[src/rtl/fp_unit_arbiter_pkg.sv]
// Shared definitions for the SZ first-stage FP core sharing logic.
package sz_fp_pkg;

  localparam int DATA_W = 32;

  typedef logic [DATA_W-1:0] fp_word_t;

  // Round-robin pointer increment, wrapping n-1 back to 0.
  function automatic int unsigned rr_next(input int unsigned cur, input int unsigned n);
    return (cur + 1 >= n) ? 0 : cur + 1;
  endfunction

endpackage

[src/rtl/fp_unit_arbiter_tag_fifo.sv]
// In-order requester tag FIFO with show-ahead output; one entry per in-flight op.
module fp_tag_fifo #(
  parameter int WIDTH = 2,
  parameter int DEPTH = 16,
  localparam int ADDR_W = $clog2(DEPTH)
) (
  input  logic              clk,
  input  logic              rst,
  input  logic              push,
  input  logic              pop,
  input  logic [WIDTH-1:0]  din,
  output logic [WIDTH-1:0]  dout,
  output logic              full,
  output logic              empty,
  output logic [ADDR_W:0]   count
);

  localparam logic [ADDR_W:0] FULL_CNT = DEPTH[ADDR_W:0];

  logic [WIDTH-1:0]  mem [DEPTH];
  logic [ADDR_W-1:0] wr_ptr_reg;
  logic [ADDR_W-1:0] rd_ptr_reg;
  logic [ADDR_W:0]   count_reg;
  logic              do_push;
  logic              do_pop;

  assign do_push = push && !full;
  assign do_pop  = pop && !empty;

  always_ff @(posedge clk) begin
    if (do_push) mem[wr_ptr_reg] <= din;
  end

  always_ff @(posedge clk) begin
    if (rst) begin
      wr_ptr_reg <= '0;
      rd_ptr_reg <= '0;
      count_reg  <= '0;
    end else begin
      if (do_push) wr_ptr_reg <= wr_ptr_reg + 1'b1;
      if (do_pop)  rd_ptr_reg <= rd_ptr_reg + 1'b1;
      case ({do_push, do_pop})
        2'b10:   count_reg <= count_reg + 1'b1;
        2'b01:   count_reg <= count_reg - 1'b1;
        default: count_reg <= count_reg;
      endcase
    end
  end

  assign dout  = mem[rd_ptr_reg];
  assign full  = (count_reg == FULL_CNT);
  assign empty = (count_reg == '0);
  assign count = count_reg;

endmodule

[src/rtl/fp_unit_arbiter.sv]
// Round-robin sharing of one in-order single-operand FP core among N_REQ requesters,
// with results steered back by an in-order requester tag FIFO.
module fp_unit_arbiter #(
  parameter int N_REQ  = 4,
  parameter int DATA_W = 32,
  parameter int DEPTH  = 16,
  localparam int ID_W  = $clog2(N_REQ),
  localparam int CNT_W = $clog2(DEPTH) + 1
) (
  input  logic                    clk,
  input  logic                    rst,
  input  logic [N_REQ-1:0]        req_valid,
  output logic [N_REQ-1:0]        req_ready,
  input  logic [N_REQ*DATA_W-1:0] req_data,
  output logic [N_REQ-1:0]        res_valid,
  input  logic [N_REQ-1:0]        res_ready,
  output logic [DATA_W-1:0]       res_data,
  output logic                    core_a_tvalid,
  input  logic                    core_a_tready,
  output logic [DATA_W-1:0]       core_a_tdata,
  input  logic                    core_r_tvalid,
  output logic                    core_r_tready,
  input  logic [DATA_W-1:0]       core_r_tdata,
  output logic [CNT_W-1:0]        inflight,
  output logic                    err_orphan
);
  import sz_fp_pkg::*;

  logic [ID_W-1:0] ptr_reg;
  logic [ID_W-1:0] ptr_next;
  logic [ID_W-1:0] grant;
  logic [ID_W-1:0] cand;
  logic [ID_W-1:0] head;
  logic            found;
  logic            err_orphan_reg;
  logic            fifo_full;
  logic            fifo_empty;
  logic            push;
  logic            pop;

  // Walk from ptr upward with wrap; first valid requester wins.
  always_comb begin
    grant = ptr_reg;
    found = 1'b0;
    cand  = ptr_reg;
    for (int k = 0; k < N_REQ; k++) begin
      if (!found && req_valid[cand]) begin
        grant = cand;
        found = 1'b1;
      end
      cand = ID_W'(rr_next(32'(cand), N_REQ));
    end
  end

  assign ptr_next = ID_W'(rr_next(32'(grant), N_REQ));

  // Outputs are forced quiet while rst is high so nothing handshakes in the reset cycle.
  assign core_a_tvalid = !rst && (|req_valid) && !fifo_full;
  assign core_a_tdata  = req_data[grant*DATA_W +: DATA_W];
  assign push          = core_a_tvalid && core_a_tready;

  assign core_r_tready = !rst && !fifo_empty && res_ready[head];
  assign pop           = core_r_tvalid && core_r_tready;
  assign res_data      = core_r_tdata;

  generate
    for (genvar gi = 0; gi < N_REQ; gi++) begin : g_req
      assign req_ready[gi] = push && (grant == ID_W'(gi));
      assign res_valid[gi] = !rst && core_r_tvalid && !fifo_empty && (head == ID_W'(gi));
    end
  endgenerate

  always_ff @(posedge clk) begin
    if (rst) begin
      ptr_reg        <= '0;
      err_orphan_reg <= 1'b0;
    end else begin
      if (push) ptr_reg <= ptr_next;
      if (core_r_tvalid && fifo_empty) err_orphan_reg <= 1'b1;
    end
  end

  assign err_orphan = err_orphan_reg;

  fp_tag_fifo #(
    .WIDTH (ID_W),
    .DEPTH (DEPTH)
  ) u_tag_fifo (
    .clk   (clk),
    .rst   (rst),
    .push  (push),
    .pop   (pop),
    .din   (grant),
    .dout  (head),
    .full  (fifo_full),
    .empty (fifo_empty),
    .count (inflight)
  );

endmodule

[config.mk]
export PLATFORM = sky130hd
export DESIGN_NAME = fp_unit_arbiter
export DESIGN_NICKNAME = d
export VERILOG_FILES = /design/src/rtl/fp_unit_arbiter_pkg.sv /design/src/rtl/fp_unit_arbiter_tag_fifo.sv /design/src/rtl/fp_unit_arbiter.sv
export SDC_FILE = /design/constraint.sdc
export NUM_CORES = 1
export LEC_CHECK = 0
export CAP_MARGIN = 20
export CORE_ASPECT_RATIO = 1.1
export CORE_MARGIN = 2
export CORE_UTILIZATION = 36
export DETAILED_ROUTE_END_ITERATION = 6
export PLACE_DENSITY = 0.87
export SYNTH_ARGS = -nofsm -noshare
export SYNTH_HDL_FRONTEND = slang
export SYNTH_HIERARCHICAL = 1
export SYNTH_SLANG_ARGS = --single-unit
[constraint.sdc]
create_clock -name clk -period 4.3 [get_ports clk]
set_input_delay 1.075 -clock clk [delete_from_list [all_inputs] [get_ports clk]]
set_output_delay 1.075 -clock clk [all_outputs]
set_load 0.03 [all_outputs]
======== After elaboration in Yosys (flattened, before gate mapping) ========
Memory sizes are Yosys's and may differ from the RTL's. A register that Yosys moved wholly into a read port is not among the register bits.
Cells that the tools add are included.
storage, ports and cells
  register bits after elaboration ......... 16
  bits in writable memories ............... 32
  input port bits ......................... 172
  output and inout bits ................... 80
  logic and storage cells ................. 91
  memories kept ........................... 1
operators by class
  $add $sub $neg .......................... 8
  $lt $le $gt $ge ......................... 9
  equal/unequal tests ..................... 9
  shift-type cells ........................ 1
  multiplexer cells ....................... 25
  reduce and logical (&&, ||, !) cells .... 33
memory list
  memory          words  bits a word  read ports  clocked after Yosys merged registers in  write ports  RTL line                        source
  u_tag_fifo.mem  16     2            1           1                                        1            fp_unit_arbiter_tag_fifo.sv:20  logic [WIDTH-1:0] mem [DEPTH];
operators by type and width
  operator                                                                       number
  128-bit by 8-bit variable part select with 32-bit output                       1
  1-bit logical AND                                                              22
  2-bit by 3-bit less-than comparator with 1-bit output (second input constant)  5
  2-bit two-way mux                                                              7
  2-bit by 1-bit adder with 3-bit output (second input constant)                 4
  3-bit greater-or-equal comparator (second input constant)                      4
  1-bit binary-select mux with 2-bit select                                      5
  2-bit equality test (second input constant)                                    5
  1-bit two-way mux                                                              10
  5-bit case mux with 2 select lines                                             1
  4-bit by 1-bit adder with 4-bit output (second input constant)                 2
  4-bit two-way mux                                                              2
  2-bit by 1-bit equality test with 1-bit output (second input constant)         3
  1-bit logical NOT                                                              6
  5-bit by 1-bit adder with 5-bit output (second input constant)                 1
  5-bit equality test (second input constant)                                    1
  5-bit logical NOT                                                              1
  5-bit by 1-bit subtractor with 5-bit output (second input constant)            1
  2-bit logical NOT                                                              2
  4-bit OR reduction                                                             1
  2-bit nonzero test                                                             1

======== Logic depth before layout (Yosys ltp) ========
  word-level depth ........................ 16
  gate-level depth with buffers ........... 17
  depth with buffers taken out ............ 15

======== Hierarchy ========
Netlist, hierarchy kept.
by module, submodules not included
  module           instances  cells each  area each (µm²)  sequential area each (µm²)
  fp_unit_arbiter  1          358         2439.8           60.1
  fp_tag_fifo      1          175         2260.9           1301.2

======== Least setup slack after synthesis ========
Ideal clock, no wire load.
  path type ............................... in2reg
  start ................................... input port req_valid[3]
  end ..................................... register u_tag_fifo.count_reg[4] (netlist: u_tag_fifo/count[4])
  setup time .............................. 121 ps
  arrival ................................. 4338 ps
  required time ........................... 4179 ps
  setup slack ............................. -158 ps
  stages on the path ...................... 15
  buffers on the path ..................... 2
  cells stage by stage .................... clkbuf_1 nor4_1 nor3_1 nand2_1 inv_1 o21a_4 inv_1 ha_1 clkbuf_1 xor2_1 ha_1 nand2_1 o211ai_1 a31oi_1 mux2_2
between the ends
  word-level cells in the longest chain between the ends .. 7
  elaborated cells between the ends (all ways) .. 9
  those cells by class .................... eq/ne (2); mux (1); reduce/logical (6)
ends and longest elaborated chain
  item                                                                                   RTL line                        source
  from (decl)                                                                            fp_unit_arbiter.sv:12           input logic [N_REQ-1:0] req_valid,
  4-bit OR reduction (*)                                                                 fp_unit_arbiter.sv:58           assign core_a_tvalid = !rst && (|req_valid) && !fifo_full;
  1-bit logical AND (*) (2 in series)                                                    fp_unit_arbiter.sv:58
  named net core_a_tvalid                                                                fp_unit_arbiter.sv:18           output logic core_a_tvalid,
  1-bit logical AND (*)                                                                  fp_unit_arbiter.sv:60           assign push = core_a_tvalid && core_a_tready;
  named net push                                                                         fp_unit_arbiter.sv:38           logic push;
  1-bit logical AND (*)                                                                  fp_unit_arbiter_tag_fifo.sv:27  assign do_push = push && !full;
  2-bit by 1-bit equality test with 1-bit output or 2-bit equality test (tied branches)  fp_unit_arbiter_tag_fifo.sv:42  case ({do_push, do_pop})
  5-bit case mux with 2 select lines or 2-bit nonzero test (tied branches)               --
  to (signal assigned)                                                                   fp_unit_arbiter_tag_fifo.sv:43  2'b10: count_reg <= count_reg + 1'b1;
  to (signal assigned)                                                                   fp_unit_arbiter_tag_fifo.sv:44  2'b01: count_reg <= count_reg - 1'b1;
  to (signal assigned)                                                                   fp_unit_arbiter_tag_fifo.sv:45  default: count_reg <= count_reg;
  to (decl)                                                                              fp_unit_arbiter_tag_fifo.sv:23  logic [ADDR_W:0] count_reg;
Mark *: on every way through the listed nets, which the timed path passes. The rest lies on a longest branch.
A chain may end at the register's enable or synchronous reset.

======== Worst setup path after layout ========
  start ................................... input port req_valid[3]
  end ..................................... output port core_a_tdata[29]
between the ends
  word-level cells in the longest chain between the ends .. 13
  elaborated cells between the ends (all ways) .. 21
  those cells by class .................... shift (1); mux (14); reduce/logical (6)
ends and longest elaborated chain
  item                                                          RTL line               source
  1-bit binary-select mux with 2-bit select                     fp_unit_arbiter.sv:47  if (!found && req_valid[cand]) begin
  1-bit two-way mux (not written as such)                       fp_unit_arbiter.sv:47
  1-bit two-way mux                                             fp_unit_arbiter.sv:47
  1-bit logical NOT                                             fp_unit_arbiter.sv:47
  1-bit logical AND                                             fp_unit_arbiter.sv:47
  1-bit two-way mux                                             fp_unit_arbiter.sv:47
  1-bit logical NOT                                             fp_unit_arbiter.sv:47
  1-bit logical AND                                             fp_unit_arbiter.sv:47
  1-bit two-way mux                                             fp_unit_arbiter.sv:47
  1-bit logical NOT                                             fp_unit_arbiter.sv:47
  1-bit logical AND                                             fp_unit_arbiter.sv:47
  2-bit two-way mux (*)                                         fp_unit_arbiter.sv:47
  128-bit by 8-bit variable part select with 32-bit output (*)  fp_unit_arbiter.sv:59  assign core_a_tdata = req_data[grant*DATA_W +: DATA_W];
  to (decl)                                                     fp_unit_arbiter.sv:20  output logic [DATA_W-1:0] core_a_tdata,
Mark *: on every way between the ends. The rest lies on a longest branch, timed or not. The select of a mux whose other input is x is not followed.

==> results.json <==
{
  "status": "complete, but fails checks",
  "violations": "design-rule violations, negative setup slack",
  "synth_top_cell_area_share_pct": 20.4,
  "yosys_warnings": 6,
  "p_int_mw": 1.58,
  "yosysTopAreaCell": "edfxtp_1",
  "synth-edff-count": 32,
  "fillers": 1028,
  "whs_ns": 0.471,
  "areaGrowthSynthToFinish_pct": 62.0,
  "initial_utilization_pct": 37.0,
  "hold_buffers": 0,
  "wl_per_cell_um": 22.8,
  "synth_seq_area_share_pct": 29.0,
  "fmax_mhz": 232,
  "cp_max_fo": 12,
  "swShare_pct": 40.7,
  "dp_hpwl_um": 10700,
  "gp_congestion": 0.827,
  "port_buffers": 187,
  "antenna_found_initial": 0,
  "utilization_pct": 60.0,
  "final.min_clock_period_ns": 4.31,
  "cts_tree": "yes",
  "syn_avg_cell_area_um2": 8.82,
  "synth_ff_type": "edfxtp_1",
  "post-route-cell-area_um2": 7620,
  "largest_reg_flops": 32,
  "ys_ff_latch": 52,
  "clock-sinks": 52,
  "skew_ns": 0.00735,
  "path_class": "in -> out",
  "vias": 5344,
  "crit_chain": "buf_8, mux4_2, a31o_4, a311o_2, clkbuf_16, a22oi_2, nand3b_1, buf_6",
  "die_x_um": 113,
  "comb_power_share_pct": 64.4,
  "min_path_type": "reg -> reg",
  "syn_area_um2": 4700,
  "wl_um": 19500,
  "io-pin-count": 252,
  "rsz0062_at_grt": "true",
  "grt-ovfl-total": 0,
  "grt_max_degree": 97,
  "cts_buffers": 5,
  "multiInputGateArea_um2": 3010,
  "layout.cells.non_filler": 856,
  "nets": 880,
  "dp.cells": 820,
  "worst_slew_pin_slew_ns": 0.451,
  "rows": 43,
  "place_area_um2": 6520,
  "cp-start-kind": "primary input",
  "drt-vias-per-instance": 6.24,
  "synth_area_leaders": "edfxtp_1, nand4_1, dfxtp_1",
  "fp.dieH_um": 124,
  "core_area_um2": 12700,
  "drv_cap": 0,
  "power.density_nw_per_um2": 350,
  "peakVddDrop_uv": 223,
  "synth_nets": 715,
  "htree_num_levels": 2,
  "drc": 13,
  "async_flop_share_pct": 0,
  "first_global_vias": 5022,
  "power_mw": 2.67,
  "regArea_um2": 1360,
  "max_stage_delay_ns": 0.54,
  "ant_nets": 0,
  "final.setup.tns_ns": -0.0188,
  "period_share_pct": 100,
  "grt_use_total_pct": 22.4,
  "first_pass_iters": 7,
  "grt_first_pass_wirelength_um": 25200,
  "clk_latency_ns": 0.29,
  "cts_root_buffer": "clkbuf_16",
  "dpl_worst_slack_ns": -0.854,
  "switchingPower_mw": 1.09,
  "crit_slowest_cell": "mux4_2",
  "synthCells": 533,
  "synth_common_cells": "nand4_1, nor2_1, buf_4",
  "drt_iter0_markers": 447,
  "setup_viol": 2,
  "cp-end-kind": "primary output",
  "p_seq_share_pct": 21.2,
  "cp.required_ns": 3.22,
  "drive_gt1_share_pct": 26.2,
  "path_clk_slew_ns": 0.07,
  "slew_viol_final": 0,
  "pwr-share-clk_pct": 14.4,
  "synth.most_common_cell": "nand4_1",
  "critPathArrivalTime_ns": 3.24,
  "fp.dieArea_um2": 14000,
  "clk_path_buf_depth": 2,
  "diodes": 0,
  "power_leakage_nw": 2.87,
  "synth_cell_types": 55,
  "hold_violations": 0,
  "worst_slack_ns": -0.0106,
  "relSlewSlack_pct": 69.6
}
-- final timing paths --
path                     start  slack [ns]  cells past startpoint                  end
setup / recovery  req_valid[3]       -0.01                      8     core_a_tdata[29]
setup reg to reg     flip-flop        0.41                     15  u_tag_fifo/count[4]
hold / removal      err_orphan        0.47                      2           err_orphan
hold reg to reg     err_orphan        0.47                      2           err_orphan
-- layout by cell type (no fill, tap or decap), types with 4 or more instances in the layout --
| master | n |
|---|---|
| mux4_2 | 11 |
| ha_1 | 9 |
| dfxtp_1 | 20 |
| o31ai_2 | 13 |
| nand3b_1 | 32 |
| clkbuf_16 | 16 |
| edfxtp_1 | 32 |
| nand2_1 | 11 |
| a22oi_1 | 19 |
| a21oi_1 | 9 |
| o211ai_1 | 4 |
| nor3_1 | 9 |
| xor2_1 | 7 |
| a22oi_2 | 13 |
| nor2_1 | 40 |
| o31ai_1 | 17 |
| inv_1 | 13 |
| o31ai_4 | 5 |
| buf_4 | 35 |
| buf_12 | 11 |
| nand4_1 | 96 |
| nand2b_1 | 9 |
| mux2i_1 | 8 |
| nor3_4 | 4 |
| nand3_1 | 4 |
| clkdlybuf4s50_1 | 147 |
| buf_6 | 45 |
| mux2_2 | 4 |
-- cell type report --
type / count / share of cell area [%]
multi-input combinational: 373 / 39.6
timing repair buffer: 254 / 37.2
sequential: 52 / 17.9
tap: 157 / 2.58
clock buffer: 6 / 1.82
inverter: 12 / 0.805
clock inverter: 2 / 0.0986
-- per-layer routing --
| metal | part of all wire, % | track usage (%) |
|---|---|---|
| met5 | 0 | 0 |
| met4 | 2.1 | 5.41 |
| met3 | 8.7 | 4.77 |
| met2 | 51 | 40.5 |
| met1 | 38 | 27.3 |
-- worst max-delay path, delay by kind of cell --
kind	cells	cell delay, ns
buffers and inverters	3	0.47
AOI/OAI and AO/OA	3	0.98
and+or+nand+nor	1	0.16
muxes	1	0.54
-- timing repair --
| item | 4_1_cts | 5_1_grt |
|---|---|---|
| gates resized for setup | 78 | 74 |
| cloned | 4 | 15 |
| buffers inserted | 8 | 3 |
| pin swaps | 8 | 37 |
| endpoints found under the setup margin | 36 | 36 |
-- kinds of logic (layout without fill, tap and decap cells) --
group	count (synthesis)	count (layout)	synth area share (%)
flops	52	52	29.0
fa+ha+maj	10	10	2.66
compound gates	102	103	16.9
xor+xnor	8	8	1.49
buf+inv	109	274	12.9
simple gates	229	229	29.2
mux	23	23	7.93
-- power by group through the flow --
stage	logic (mW)	clock network, mW	registers [mW]
5_1_grt	1.80	0.408	0.567
3_3_place_gp	1.25	0	0.576
3_5_place_dp	1.26	0	0.577
6_report	1.72	0.385	0.566
4_1_cts	1.47	0.387	0.566
2_1_floorplan	0.834	0	0.580
No activity file was read; power rests on OpenSTA's default activity.
==> edit 1: new RTL, config.mk and constraints unchanged <==
Set the parameter `N_REQ` to 2 (it was 4).
--- a/src/rtl/fp_unit_arbiter.sv
+++ b/src/rtl/fp_unit_arbiter.sv
@@ -1,7 +1,7 @@
 // Round-robin sharing of one in-order single-operand FP core among N_REQ requesters,
 // with results steered back by an in-order requester tag FIFO.
 module fp_unit_arbiter #(
-  parameter int N_REQ  = 4,
+  parameter int N_REQ  = 2,
   parameter int DATA_W = 32,
   parameter int DEPTH  = 16,
   localparam int ID_W  = $clog2(N_REQ),
Ports: changed (5 resized); port bits go from 252 to 180. The function was not compared with the original's and may differ.
==> edit 1 against the original RTL <==
  * Synthesized area shrank 45%
  * Design area shrank 52%
  * Sequential cell count shrank 17
  * First-iteration DRC count shrank 86%
  * Power shrank 66%
  * Wire length shrank 65%
  * Worst setup slack gained 73 ps
  * Largest power group is now sequential cells
==> edit 1: results <==
group,metric,value,unit
timing,finalClockSkew,6.73,ps
route,vias,2007,
grt,grt_pass1_wl,10.2,mm
worst_setup_path,critPathSlowestCell,"clkdlybuf4s50_1",
status,outcome,"completed",
logic_synthesis,synth_area_leaders,"edfxtp_1 19%, mux2_4 17%, dfxtp_1 15%",
route,drt-initial-drc-count,62,
grt,grt_max_degree,25,
worst_setup_path,cp_slowest_stage_delay,600,ps
logic_synthesis,synth_xor_area_share,2.71,%
placed_design,dpl_worst_slack,62.9,ps
logic_synthesis,yosys-top-cells-count,"38 x nor2_1, 32 x buf_4, 29 x mux2_4",
grt,grt_usage,16.8,%
logic_synthesis,ys_seq_area_share,33.3,%
cells_and_area,drive_gt1_share,19.3,%
logic_synthesis,synth_compound_area_share,7.31,%
cells_and_area,layout.nets,432,
timing,finalCritPeriodShare,98.6,%
worst_setup_path,ff2ff_setup_slack,390,ps
logic_synthesis,synth_cell_type_count,46,
pwr,peakVddDrop,112,uV
logic_synthesis,synth_mux_area_share,24.5,%
clocking,cts_resized,0,
placed_design,gp_congestion,0.792,
placed_design,port_buffers,115,
logic_synthesis,synth_fa_ha_area_share,4.41,%
worst_setup_path,crit_path_max_fanout,24,
-- edit 1: worst min-delay path, cell delays in order (launching register included) --
cell and delay, ps:
dfxtp_1 340, a21oi_1 40, nor2_1 70
-- edit 1: metal layers --
metal  global-route usage [%]  up-vias  share of wire (%)
li1                         -      965                  -
met1                     17.0      918                 36
met5                     1.40        -                  0
met3                     9.71       11                 13
met2                     28.9      113                 49
met4                     5.56        0                1.6
-- edit 1: where the power goes --
part           switching [W]  total, W  internal (W)
Combinational       0.000138  0.000311      0.000172
Clock               0.000116  0.000227      0.000111
Sequential        0.00000546  0.000359      0.000354
Total               0.000260  0.000897      0.000637
-- edit 1: how the worst max path moves through the flow --
| stage | start | endpoint | cells after the start |
|---|---|---|---|
| after CTS | req_valid[0] | core_a_tdata[25] | 6 |
| after global placement | req_valid[0] | core_a_tdata[25] | 6 |
| after global routing | req_valid[0] | core_a_tdata[24] | 6 |
| final | req_valid[0] | core_a_tdata[25] | 6 |
| after detailed placement | req_valid[0] | core_a_tdata[25] | 6 |
| after floorplan | rst | u_tag_fifo/count[4] | 12 |
-- edit 1: through the flow --
| step | area, um2 | total power (W) | std cells | hold slack [ps] |
|---|---|---|---|---|
| 3_3_place_gp | 3540 | 0.000674 | 398 | 471 |
| 5_1_grt | 3630 | 0.000933 | 406 | 553 |
| 2_1_floorplan | 2580 | 0.000600 | 237 | 472 |
| 4_1_cts | 3620 | 0.000907 | 406 | 505 |
| 6_report | 3630 | 0.000897 | 406 | 492 |
| 3_5_place_dp | 3540 | 0.000679 | 398 | 487 |
-- edit 1: kinds of logic (layout without fill, tap and decap cells) --
kind of cell | after synthesis | after routing
AOI/OAI and AO/OA | 21 | 21
xor gates and xnor gates | 8 | 8
adders and majority gates | 9 | 9
buffers and inverters | 52 | 136
DFF | 35 | 35
muxes | 42 | 42
and+or+nand+nor | 70 | 70
-- edit 1: final cells by class --
| class | instances | share of cell area [%] |
|---|---|---|
| Inverter | 8 | 0.828 |
| Sequential cell | 35 | 23.7 |
| Multi-Input combinational cell | 150 | 37.0 |
| Clock inverter | 3 | 0.414 |
| Clock buffer | 5 | 1.90 |
| Tap cell | 85 | 2.93 |
| Timing Repair Buffer | 120 | 33.2 |
==> edit 2: new RTL, same flow settings <==
Made on the original files. Register the output `err_orphan` once more, without a reset; this adds one clock of latency there. The other outputs are not delayed to match.
--- a/src/rtl/fp_unit_arbiter.sv
+++ b/src/rtl/fp_unit_arbiter.sv
@@ -80,7 +80,9 @@
     end
   end
 
-  assign err_orphan = err_orphan_reg;
+  always_ff @(posedge clk) begin
+    err_orphan <= err_orphan_reg;
+  end
 
   fp_tag_fifo #(
     .WIDTH (ID_W),
Function: changed (Yosys sat finds a counterexample within 4 cycles, from zero or initial values and one cycle with rst high).
==> edit 2 against the original RTL <==
  * The run still ends with design-rule violations, negative setup slack left
  * Sequential share of layout area rose by 0.97 points
  * Core utilization fell by 2.2 points
  * Wire length fell by 7.7%
  * Die area is 0.41% higher
  * Design area decreased by 3.7%
  * Power down 1.8%
  * Sequential cell count increased by 1
  * Worst setup slack got worse by 31 ps
  * Synthesized area is 0.43% higher
==> edit 2: results <==
group,metric,value,unit
timing,tightest_slew,714,ps
min_path,hp-start,"err_orphan_reg",
route,drc,21,
placed_design,post_dp_cell_area,6570,um2
logic_synthesis,synth_area_leaders,"edfxtp_1 20%, nand4_1 13%, dfxtp_1 8.9%",
grt,grt_usage,22.4,%
grt,antenna_found_initial,1,
worst_setup_path,crit_path_max_fanout,8,
worst_setup_path,timing.rr.end,"u_tag_fifo/count[2]",
route,met3_length,1.65,mm
min_path,min_path_cells,0,
placed_design,dp.final_hpwl,11.6,mm
route,wl_met1,6.80,mm
cells_and_area,layout.nets,876,
logic_synthesis,ys_seq_area_share,29.3,%
logic_synthesis,syn_nets,716,
timing,setup_slack,-41.6,ps
status,outcome,"finished with violations",
timing,finalSetupViolCount,17,
route,drt-initial-drc-count,464,
pwr,internal_power,0.00159,W
status,violations,"design-rule violations, negative setup slack",
cells_and_area,fill_cells,1007,
grt,first_global_vias,5156,
pwr,comb_power_share,61.4,%
route,dr_wl_met2,9.03,mm
placed_design,gp_congestion,0.865,
pwr,p_leak,2.82,nW
logic_synthesis,synthCells,534,
timing,finalClockSkew,5.80,ps
## edit 2: cell types whose count changed after synthesis, sizes merged
cell and delta:
clkbuf -1, buf +1, dfxtp +1
## edit 2: cell type report
class	instances	area (um2)	area share [%]
Clock buffer	7	164	2.24
Tap cell	157	196	2.68
Clock inverter	1	7.51	0.102
Sequential cell	53	1380	18.8
Multi-Input combinational cell	372	2840	38.8
Inverter	12	47.5	0.648
Antenna cell	1	2.50	0.0341
Timing Repair Buffer	250	2690	36.7
## edit 2: worst max-delay path by stage
| stage | end | slack [ps] | cells after the start |
|---|---|---|---|
| after CTS | req_ready[1] | -40 | 8 |
| after detailed placement | req_ready[1] | -690 | 9 |
| after global placement | req_ready[1] | -630 | 9 |
| final | core_a_tdata[21] | -40 | 12 |
| after floorplan | req_ready[0] | 8 | 9 |
| after global routing | core_a_tdata[30] | -90 | 12 |
## edit 2: cell families after synthesis
kind of cell | after synthesis | share of synthesized area, %
xor gates and xnor gates | 8 | 1.48
buffers and inverters | 109 | 12.8
DFF | 53 | 29.3
and+or+nand+nor | 229 | 29.1
AOI/OAI and AO/OA | 102 | 16.8
muxes | 23 | 7.90
adders and majority gates | 10 | 2.65
## edit 2: stage by stage
step	hold slack, ps	worst slack (ps)
detailed placement	354	-685
finish	362	-41.6
global route	370	-85.1
global placement	343	-631
floorplan	331	7.72
CTS	364	-36.5
## edit 2: timing repair
action | CTS | global route
gates resized for setup | 79 | 19
setup buffers | 5 | 2
hold endpoints to repair | 0 | 0
hold buffers | 0 | 0
endpoints found under the setup margin | 36 | 36
pin swaps | 14 | 18
cloned | 4 | 7
## edit 2: routing by layer
layer	up-vias	global-route usage [%]
met5	-	0
met4	0	9.07
met3	55	5.35
met2	351	40.6
met1	2521	25.5
li1	2378	-
